File: src/rtl/burst_read_stream_if.sv
// Control, Avalon-MM read master and output stream signals of burst_read_stream.
// The master modport is the block's side; slave is the memory/consumer side.
interface burst_read_stream_if #(
    parameter int ADDRESS_WIDTH     = 32,
    parameter int LENGTH_WIDTH      = 32,
    parameter int DATA_WIDTH        = 32,
    parameter int BYTE_ENABLE_WIDTH = 4,
    parameter int BURST_WIDTH       = 4
);
    logic                         ctrl_start;
    logic [ADDRESS_WIDTH-1:0]     ctrl_baseaddress;
    logic [LENGTH_WIDTH-1:0]      ctrl_length;
    logic                         ctrl_busy;
    logic                         ctrl_done;
    logic [ADDRESS_WIDTH-1:0]     master_address;
    logic                         master_read;
    logic [BURST_WIDTH-1:0]       master_burstcount;
    logic [BYTE_ENABLE_WIDTH-1:0] master_byteenable;
    logic                         master_waitrequest;
    logic                         master_readdatavalid;
    logic [DATA_WIDTH-1:0]        master_readdata;
    logic [DATA_WIDTH-1:0]        user_data;
    logic                         user_valid;
    logic                         user_ready;

    modport master (
        input  ctrl_start, ctrl_baseaddress, ctrl_length,
        output ctrl_busy, ctrl_done,
        output master_address, master_read, master_burstcount, master_byteenable,
        input  master_waitrequest, master_readdatavalid, master_readdata,
        output user_data, user_valid,
        input  user_ready
    );

    modport slave (
        output ctrl_start, ctrl_baseaddress, ctrl_length,
        input  ctrl_busy, ctrl_done,
        input  master_address, master_read, master_burstcount, master_byteenable,
        output master_waitrequest, master_readdatavalid, master_readdata,
        input  user_data, user_valid,
        output user_ready
    );
endinterface

File: src/rtl/burst_read_stream.sv
// Multi-burst Avalon-MM read master feeding a FIFO-backed valid/ready stream; read issues 1 cycle after start.
// Bursts are only requested when FIFO space covers every outstanding beat, so user_ready backpressure throttles the bus.
module burst_read_stream #(
    parameter int ADDRESS_WIDTH          = 32,
    parameter int LENGTH_WIDTH           = 32,
    parameter int DATA_WIDTH             = 32,
    parameter int BYTE_ENABLE_WIDTH      = 4,
    parameter int BYTE_ENABLE_WIDTH_LOG2 = 2,
    parameter int BURST_COUNT            = 8,
    parameter int BURST_WIDTH            = 4,
    parameter int FIFO_DEPTH             = 32,
    parameter int FIFO_DEPTH_LOG2        = 5
) (
    input logic clk,
    input logic reset_n,
    burst_read_stream_if.master bus
);
    localparam int PW = FIFO_DEPTH_LOG2 + 1;
    localparam logic [LENGTH_WIDTH-1:0]    BURST_MAX  = LENGTH_WIDTH'(BURST_COUNT);
    localparam logic [PW-1:0]              DEPTH      = PW'(FIFO_DEPTH);
    localparam logic [ADDRESS_WIDTH-1:0]   ALIGN_MASK = ADDRESS_WIDTH'(BYTE_ENABLE_WIDTH - 1);
    localparam logic [FIFO_DEPTH_LOG2-1:0] PTR_ONE    = FIFO_DEPTH_LOG2'(1);

    typedef enum logic [1:0] {IDLE, ISSUE, DRAIN} state_t;

    state_t                     state;
    logic [ADDRESS_WIDTH-1:0]   addr;
    logic [LENGTH_WIDTH-1:0]    remaining;
    logic [PW-1:0]              pending;
    logic [PW-1:0]              used;
    logic [FIFO_DEPTH_LOG2-1:0] wr_ptr;
    logic [FIFO_DEPTH_LOG2-1:0] rd_ptr;
    logic [DATA_WIDTH-1:0]      mem [FIFO_DEPTH];

    logic [LENGTH_WIDTH-1:0]    burst;
    logic [LENGTH_WIDTH-1:0]    start_burst;
    logic [LENGTH_WIDTH-1:0]    remaining_nxt;
    logic [PW-1:0]              pending_nxt;
    logic [PW-1:0]              used_nxt;
    logic [PW-1:0]              free;
    logic                       accept;
    logic                       push;
    logic                       pop;

    always_comb begin
        burst         = (remaining < BURST_MAX) ? remaining : BURST_MAX;
        start_burst   = (bus.ctrl_length < BURST_MAX) ? bus.ctrl_length : BURST_MAX;
        accept        = bus.master_read & ~bus.master_waitrequest;
        // Beats with nothing outstanding are leftovers of an abandoned transfer.
        push          = bus.master_readdatavalid & (pending != '0);
        pop           = bus.user_valid & bus.user_ready;
        remaining_nxt = remaining - (accept ? burst : '0);
        pending_nxt   = pending + (accept ? PW'(burst) : '0) - PW'(push);
        used_nxt      = used + PW'(push) - PW'(pop);
        free          = DEPTH - used - pending;
    end

    assign bus.master_byteenable = '1;
    assign bus.user_valid        = (used != '0);
    assign bus.user_data         = bus.user_valid ? mem[rd_ptr] : '0;

    always_ff @(posedge clk) begin
        if (push) mem[wr_ptr] <= bus.master_readdata;
    end

    always_ff @(posedge clk or negedge reset_n) begin
        if (!reset_n) begin
            state                 <= IDLE;
            addr                  <= '0;
            remaining             <= '0;
            pending               <= '0;
            used                  <= '0;
            wr_ptr                <= '0;
            rd_ptr                <= '0;
            bus.ctrl_busy         <= 1'b0;
            bus.ctrl_done         <= 1'b0;
            bus.master_read       <= 1'b0;
            bus.master_address    <= '0;
            bus.master_burstcount <= '0;
        end else begin
            bus.ctrl_done <= 1'b0;
            pending       <= pending_nxt;
            used          <= used_nxt;
            if (push) wr_ptr <= wr_ptr + PTR_ONE;
            if (pop)  rd_ptr <= rd_ptr + PTR_ONE;
            case (state)
                IDLE: begin
                    // FIFO is empty and nothing is pending here, so the first burst always fits.
                    if (bus.ctrl_start && bus.ctrl_length != '0) begin
                        addr                  <= bus.ctrl_baseaddress & ~ALIGN_MASK;
                        remaining             <= bus.ctrl_length;
                        bus.master_address    <= bus.ctrl_baseaddress & ~ALIGN_MASK;
                        bus.master_burstcount <= BURST_WIDTH'(start_burst);
                        bus.master_read       <= 1'b1;
                        bus.ctrl_busy         <= 1'b1;
                        state                 <= ISSUE;
                    end
                end
                ISSUE: begin
                    if (accept) begin
                        bus.master_read <= 1'b0;
                        addr            <= addr + (ADDRESS_WIDTH'(burst) << BYTE_ENABLE_WIDTH_LOG2);
                        remaining       <= remaining_nxt;
                        if (remaining_nxt == '0) state <= DRAIN;
                    end else if (!bus.master_read && free >= PW'(burst)) begin
                        bus.master_read       <= 1'b1;
                        bus.master_address    <= addr;
                        bus.master_burstcount <= BURST_WIDTH'(burst);
                    end
                end
                DRAIN: begin
                    if (pending_nxt == '0 && used_nxt == '0) begin
                        bus.ctrl_done <= 1'b1;
                        bus.ctrl_busy <= 1'b0;
                        state         <= IDLE;
                    end
                end
                default: state <= IDLE;
            endcase
        end
    end
endmodule

File: src/flat_wrapper.sv
// flat-port wrapper written by rule: the top's interface ports become plain ports
module burst_read_stream_flat 
#(
    parameter int ADDRESS_WIDTH          = 32,
    parameter int LENGTH_WIDTH           = 32,
    parameter int DATA_WIDTH             = 32,
    parameter int BYTE_ENABLE_WIDTH      = 4,
    parameter int BYTE_ENABLE_WIDTH_LOG2 = 2,
    parameter int BURST_COUNT            = 8,
    parameter int BURST_WIDTH            = 4,
    parameter int FIFO_DEPTH             = 32,
    parameter int FIFO_DEPTH_LOG2        = 5
)
  (clk, reset_n, bus_ctrl_start, bus_ctrl_baseaddress, bus_ctrl_length, bus_ctrl_busy, bus_ctrl_done, bus_master_address, bus_master_read, bus_master_burstcount, bus_master_byteenable, bus_master_waitrequest, bus_master_readdatavalid, bus_master_readdata, bus_user_data, bus_user_valid, bus_user_ready);
  burst_read_stream_if #(.ADDRESS_WIDTH(ADDRESS_WIDTH), .LENGTH_WIDTH(LENGTH_WIDTH), .DATA_WIDTH(DATA_WIDTH), .BYTE_ENABLE_WIDTH(BYTE_ENABLE_WIDTH), .BURST_WIDTH(BURST_WIDTH)) bus_i ();
  input logic clk;
  input logic reset_n;
  input wire logic [$bits(bus_i.ctrl_start)-1:0] bus_ctrl_start;
  input wire logic [$bits(bus_i.ctrl_baseaddress)-1:0] bus_ctrl_baseaddress;
  input wire logic [$bits(bus_i.ctrl_length)-1:0] bus_ctrl_length;
  output wire logic [$bits(bus_i.ctrl_busy)-1:0] bus_ctrl_busy;
  output wire logic [$bits(bus_i.ctrl_done)-1:0] bus_ctrl_done;
  output wire logic [$bits(bus_i.master_address)-1:0] bus_master_address;
  output wire logic [$bits(bus_i.master_read)-1:0] bus_master_read;
  output wire logic [$bits(bus_i.master_burstcount)-1:0] bus_master_burstcount;
  output wire logic [$bits(bus_i.master_byteenable)-1:0] bus_master_byteenable;
  input wire logic [$bits(bus_i.master_waitrequest)-1:0] bus_master_waitrequest;
  input wire logic [$bits(bus_i.master_readdatavalid)-1:0] bus_master_readdatavalid;
  input wire logic [$bits(bus_i.master_readdata)-1:0] bus_master_readdata;
  output wire logic [$bits(bus_i.user_data)-1:0] bus_user_data;
  output wire logic [$bits(bus_i.user_valid)-1:0] bus_user_valid;
  input wire logic [$bits(bus_i.user_ready)-1:0] bus_user_ready;
  assign bus_i.ctrl_start = bus_ctrl_start;
  assign bus_i.ctrl_baseaddress = bus_ctrl_baseaddress;
  assign bus_i.ctrl_length = bus_ctrl_length;
  assign bus_ctrl_busy = bus_i.ctrl_busy;
  assign bus_ctrl_done = bus_i.ctrl_done;
  assign bus_master_address = bus_i.master_address;
  assign bus_master_read = bus_i.master_read;
  assign bus_master_burstcount = bus_i.master_burstcount;
  assign bus_master_byteenable = bus_i.master_byteenable;
  assign bus_i.master_waitrequest = bus_master_waitrequest;
  assign bus_i.master_readdatavalid = bus_master_readdatavalid;
  assign bus_i.master_readdata = bus_master_readdata;
  assign bus_user_data = bus_i.user_data;
  assign bus_user_valid = bus_i.user_valid;
  assign bus_i.user_ready = bus_user_ready;
  burst_read_stream #(.ADDRESS_WIDTH(ADDRESS_WIDTH), .LENGTH_WIDTH(LENGTH_WIDTH), .DATA_WIDTH(DATA_WIDTH), .BYTE_ENABLE_WIDTH(BYTE_ENABLE_WIDTH), .BYTE_ENABLE_WIDTH_LOG2(BYTE_ENABLE_WIDTH_LOG2), .BURST_COUNT(BURST_COUNT), .BURST_WIDTH(BURST_WIDTH), .FIFO_DEPTH(FIFO_DEPTH), .FIFO_DEPTH_LOG2(FIFO_DEPTH_LOG2)) u_core (.clk(clk), .reset_n(reset_n), .bus(bus_i));
endmodule
File: config.mk
export PLATFORM = sky130hd
export DESIGN_NAME = burst_read_stream_flat
export DESIGN_NICKNAME = d
export VERILOG_FILES = /design/src/rtl/burst_read_stream_if.sv /design/src/rtl/burst_read_stream.sv /design/src/flat_wrapper.sv
export SDC_FILE = /design/constraint.sdc
export NUM_CORES = 1
export LEC_CHECK = 0
export BUFFER_PORTS_ARGS = -buffer_cell sky130_fd_sc_hd__clkbuf_2
export CORE_MARGIN = 2
export CORE_UTILIZATION = 40
export CTS_CLUSTER_DIAMETER = 100
export CTS_CLUSTER_SIZE = 10
export DETAILED_ROUTE_END_ITERATION = 10
export MAX_ROUTING_LAYER = met4
export PLACE_DENSITY = 0.56
export SETUP_SLACK_MARGIN = 0.02
export SYNTH_ARGS = -nofsm -noshare
export SYNTH_HDL_FRONTEND = slang
export SYNTH_SLANG_ARGS = --single-unit
File: constraint.sdc
create_clock -name clk -period 6.26 [get_ports clk]
set_input_delay 1.252 -clock clk [delete_from_list [all_inputs] [get_ports clk]]
set_output_delay 1.252 -clock clk [all_outputs]
set_load 0.01 [all_outputs]
==> results.md <==
- Setup TNS: 0 ns
- Antenna violations before repair: 2
- Psw: 8.91 mW
- Std cell rows: roughly 130
- Clock skew: between 0.02 and 0.025 ns
- Core box area: between 100000 and 150000 µm²
- Post-route DRC: 0
- Global placement routability congestion: 0.866
- Share of the synthesized area in the top cell type: 0.631
- Share of cells above drive strength 1: 0.254
- Via Count: 26500
- Slew margin rel.: 0.113
- Register Area: 33800 µm²
- Via-to-Cell Ratio: roughly 5.6
- Netlist cell types: between 70 and 80
- CTS Buffer Depth: 3
- H-tree levels: 4
- Max-cap viol count: 0
- Final Hold Fails: 0
- DRT iter0 DRCs: 2385
- Crit Path Max Fanout: 6
- Hold WS: 0.516 ns
- Slowest-stage cell, CP: o311ai_0
- Hpwl dp: 72.9 mm
- Ports: 178
- Asr flop ratio synth: 0.107
- Most common cell in the synthesized netlist: edfxtp_1
- Tot GR Track Use: 0.205
- Dominant cells by area after synthesis: edfxtp_1 (63%), mux4_2 (15%), dfrtp_1 (6.3%), ha_1 (2.6%), nor2_1 (1.4%)
- Initial core utilization: 0.401
- Arr. time, crit path: 5.96 ns
- DR WL/cell: 26.1 µm
- Worst Tran Pin Value: 1.33 ns
- Synth area leader: edfxtp_1
- Sw frac: 0.337
- Layout overhead on the synthesized area: 14.9%
- Cts repair resizes: 0
- Die Y-Extent: 353 µm
- Fill cells: ~10000
- Register share of total power: 0.376
- Final wirelength: 123 mm
- CP required: between 6 and 7 ns
- Total congestion overflow: 0
- I/O Buffers: approximately 170
- # hold bufs at CTS: 0
- RSZ-0062 raised after global routing: no
- Area of the multi-input gates: 14600 µm²
- Post-synth EDFFs: roughly 1000
- Clock network power share: 0.260
- Commonest cells post-synth: edfxtp_1 (1024), mux4_2 (320), nor2_1 (184), nand2_1 (148), dfrtp_1 (123)
- Peak VDD IR: about 0.4 mV
- Int Pwr: 17.5 mW
- Crit. End Element: flip-flop
- Root Driver: clkbuf_16
- Die Area: 125000 µm²
- Pre-antenna DRT Iters: 5
- Fin nets: 3253
- Post-synthesis sequential area ratio: 0.694
- Largest net degree at the start of global routing: 98
- Clock-pin slew on the worst setup and hold paths: 0.06 ns
- Leak Pwr: 19.0 nW
- Worst-path cell chain: nor4_1 -> nand4_1 -> nor2_1 -> buf_4 -> inv_1 -> nor3_1 -> ha_1 -> fa_1 -> nor2b_1 -> o2111ai_1 -> and4b_1 -> o21a_1 -> nor2_1 -> o311ai_0 -> nand2_1 -> nor4_1 -> nand3_1 -> a221oi_2
- CP Launch Type: flip-flop
- Synth Warn #: 0
- Vias in the first global route: between 20000 and 30000
- Hold Crit Class: reg -> reg
- TritonCTS Sinks: 1147
- Fmax achieved: 0.188 GHz
- Fin crit period: 5.33 ns
- Cell count after synthesis: 2743
- Logic pwr share: 0.364
- Mapped cell area: 48700 µm²
- Clk_lat worst skew: ~0.75 ns
- Status: complete, no violations
- Post-synth top flop: edfxtp_1
- Pins Over Slew Limit: 0
- Power density cells: 472 nW/µm²
- #FFs+latches synth: approximately 1100
- Avg Cell Area, Syn: 17.8 µm²
- Die width: 353 µm
- CP max stage delay: 0.68 ns
- TritonCTS clock tree: done
- Global-route wire length before repair: roughly 180 mm
- DRT antenna net count: 0
- Total CTS buffers: 133
- Setup violators final: 0
- CP Class: reg -> reg
- Period utilization: 0.851
- Post-CTS Repair Setup Buffers: 0
cells by family (layout without fill, tap and decap cells):
kind of cell	Yosys count	in the layout	synth area share
flops	1147	1147	0.694
mux	359	359	0.156
compound gates	374	374	0.0489
buf+inv	205	479	0.0163
simple gates	497	497	0.0468
other cells	2	66	0.000154
fa+ha+maj	106	106	0.0280
xor+xnor	53	53	0.00953
sequential cells by signal, summed over array words and instances (netlist names):
name	flops
u_core.pending	6
u_core.rd_ptr	5
u_core.bus.master_burstcount	4
u_core.used	6
u_core.bus.master_read	1
u_core.wr_ptr	5
u_core.remaining	32
u_core.addr	30
u_core.bus.master_address	30
u_core.bus.ctrl_done	1
u_core.mem	1024
u_core.state	2
u_core.bus.ctrl_busy	1
critical path: cells and delay by family, from the launching register on:
family | cells | cell delay (ns)
flip-flops | 1 | 0.42
AND/OR/NAND/NOR | 10 | 2.47
AO/OA/AOI/OAI | 4 | 1.52
buffers and inverters | 2 | 0.30
adder cells (fa/ha/maj) | 2 | 0.52
worst paths after layout:
check	startpoint	endpoint	slack (ns)	cells after the start
worst max-delay path	u_core.remaining[31]	u_core.state[1]	0.93	18
worst min-delay path	u_core.bus.master_burstcount[3]	u_core.bus.master_burstcount[3]	0.52	1
worst max register to register	u_core.remaining[31]	u_core.state[1]	0.93	18
worst min register to register	u_core.bus.master_burstcount[3]	u_core.bus.master_burstcount[3]	0.52	1
max in group asynchronous	reset_n	u_core.rd_ptr[0]	4.40	2
min in group asynchronous	reset_n	u_core.bus.master_address[16]	0.57	1
routing by layer:
metal	track usage	share of wire	vias up	wire length, µm
li1	-	-	11500	-
met1	0.272	0.43	13900	52800
met2	0.333	0.50	783	61400
met3	0.0325	0.053	183	6460
met4	0.0492	0.019	0	2370
met5	-	0	-	0
cell type report:
| cell class | count | area share |
|---|---|---|
| Multi-Input combinational cell | 1453 | 0.261 |
| Antenna cell | 2 | 0.0000894 |
| Tap cell | 1625 | 0.0363 |
| Inverter | 64 | 0.00429 |
| Sequential cell | 1147 | 0.605 |
| Clock inverter | 12 | 0.00413 |
| Clock buffer | 157 | 0.0624 |
| Timing Repair Buffer | 246 | 0.0273 |
placed cells by master (no fill, tap or decap), types with 20 or more instances in the layout:
cell type,instances
o21ai_0,68
dfrtp_1,118
mux4_2,320
clkbuf_16,136
nor2b_1,20
clkbuf_2,168
nor2_1,151
nand3_1,20
nor2_4,33
clkbuf_1,20
a21o_1,26
conb_1,64
xnor2_1,34
a31oi_1,45
buf_4,69
mux2i_1,36
a21oi_1,102
ha_1,101
nand2_1,146
edfxtp_1,1024
o21a_1,27
inv_1,64
nor3_1,24
power groups by stage:
stage | clock (mW) | combinational (mW) | sequential, mW
floorplan | 0 | 7.08 | 9.63
finish | 6.87 | 9.62 | 9.93
global route | 7.34 | 10.5 | 10.0
detailed placement | 0 | 9.75 | 10.1
CTS | 7.04 | 9.79 | 9.94
global placement | 0 | 9.64 | 10.0
stage by stage:
| step | util | worst slack [ns] | cells | power, mW | area (µm²) |
|---|---|---|---|---|---|
| 2_1_floorplan | - | 1.55 | 2805 | 16.7 | 48900 |
| 3_3_place_gp | 0.430 | 0.841 | 4535 | 19.7 | 52300 |
| 3_5_place_dp | 0.430 | 0.855 | 4535 | 19.8 | 52300 |
| 4_1_cts | 0.461 | 0.866 | 4704 | 26.8 | 56000 |
| 5_1_grt | 0.461 | 0.487 | 4706 | 27.9 | 56000 |
| 6_report | 0.461 | 0.932 | 4706 | 26.4 | 56000 |
(Power assumes the default switching activity.)
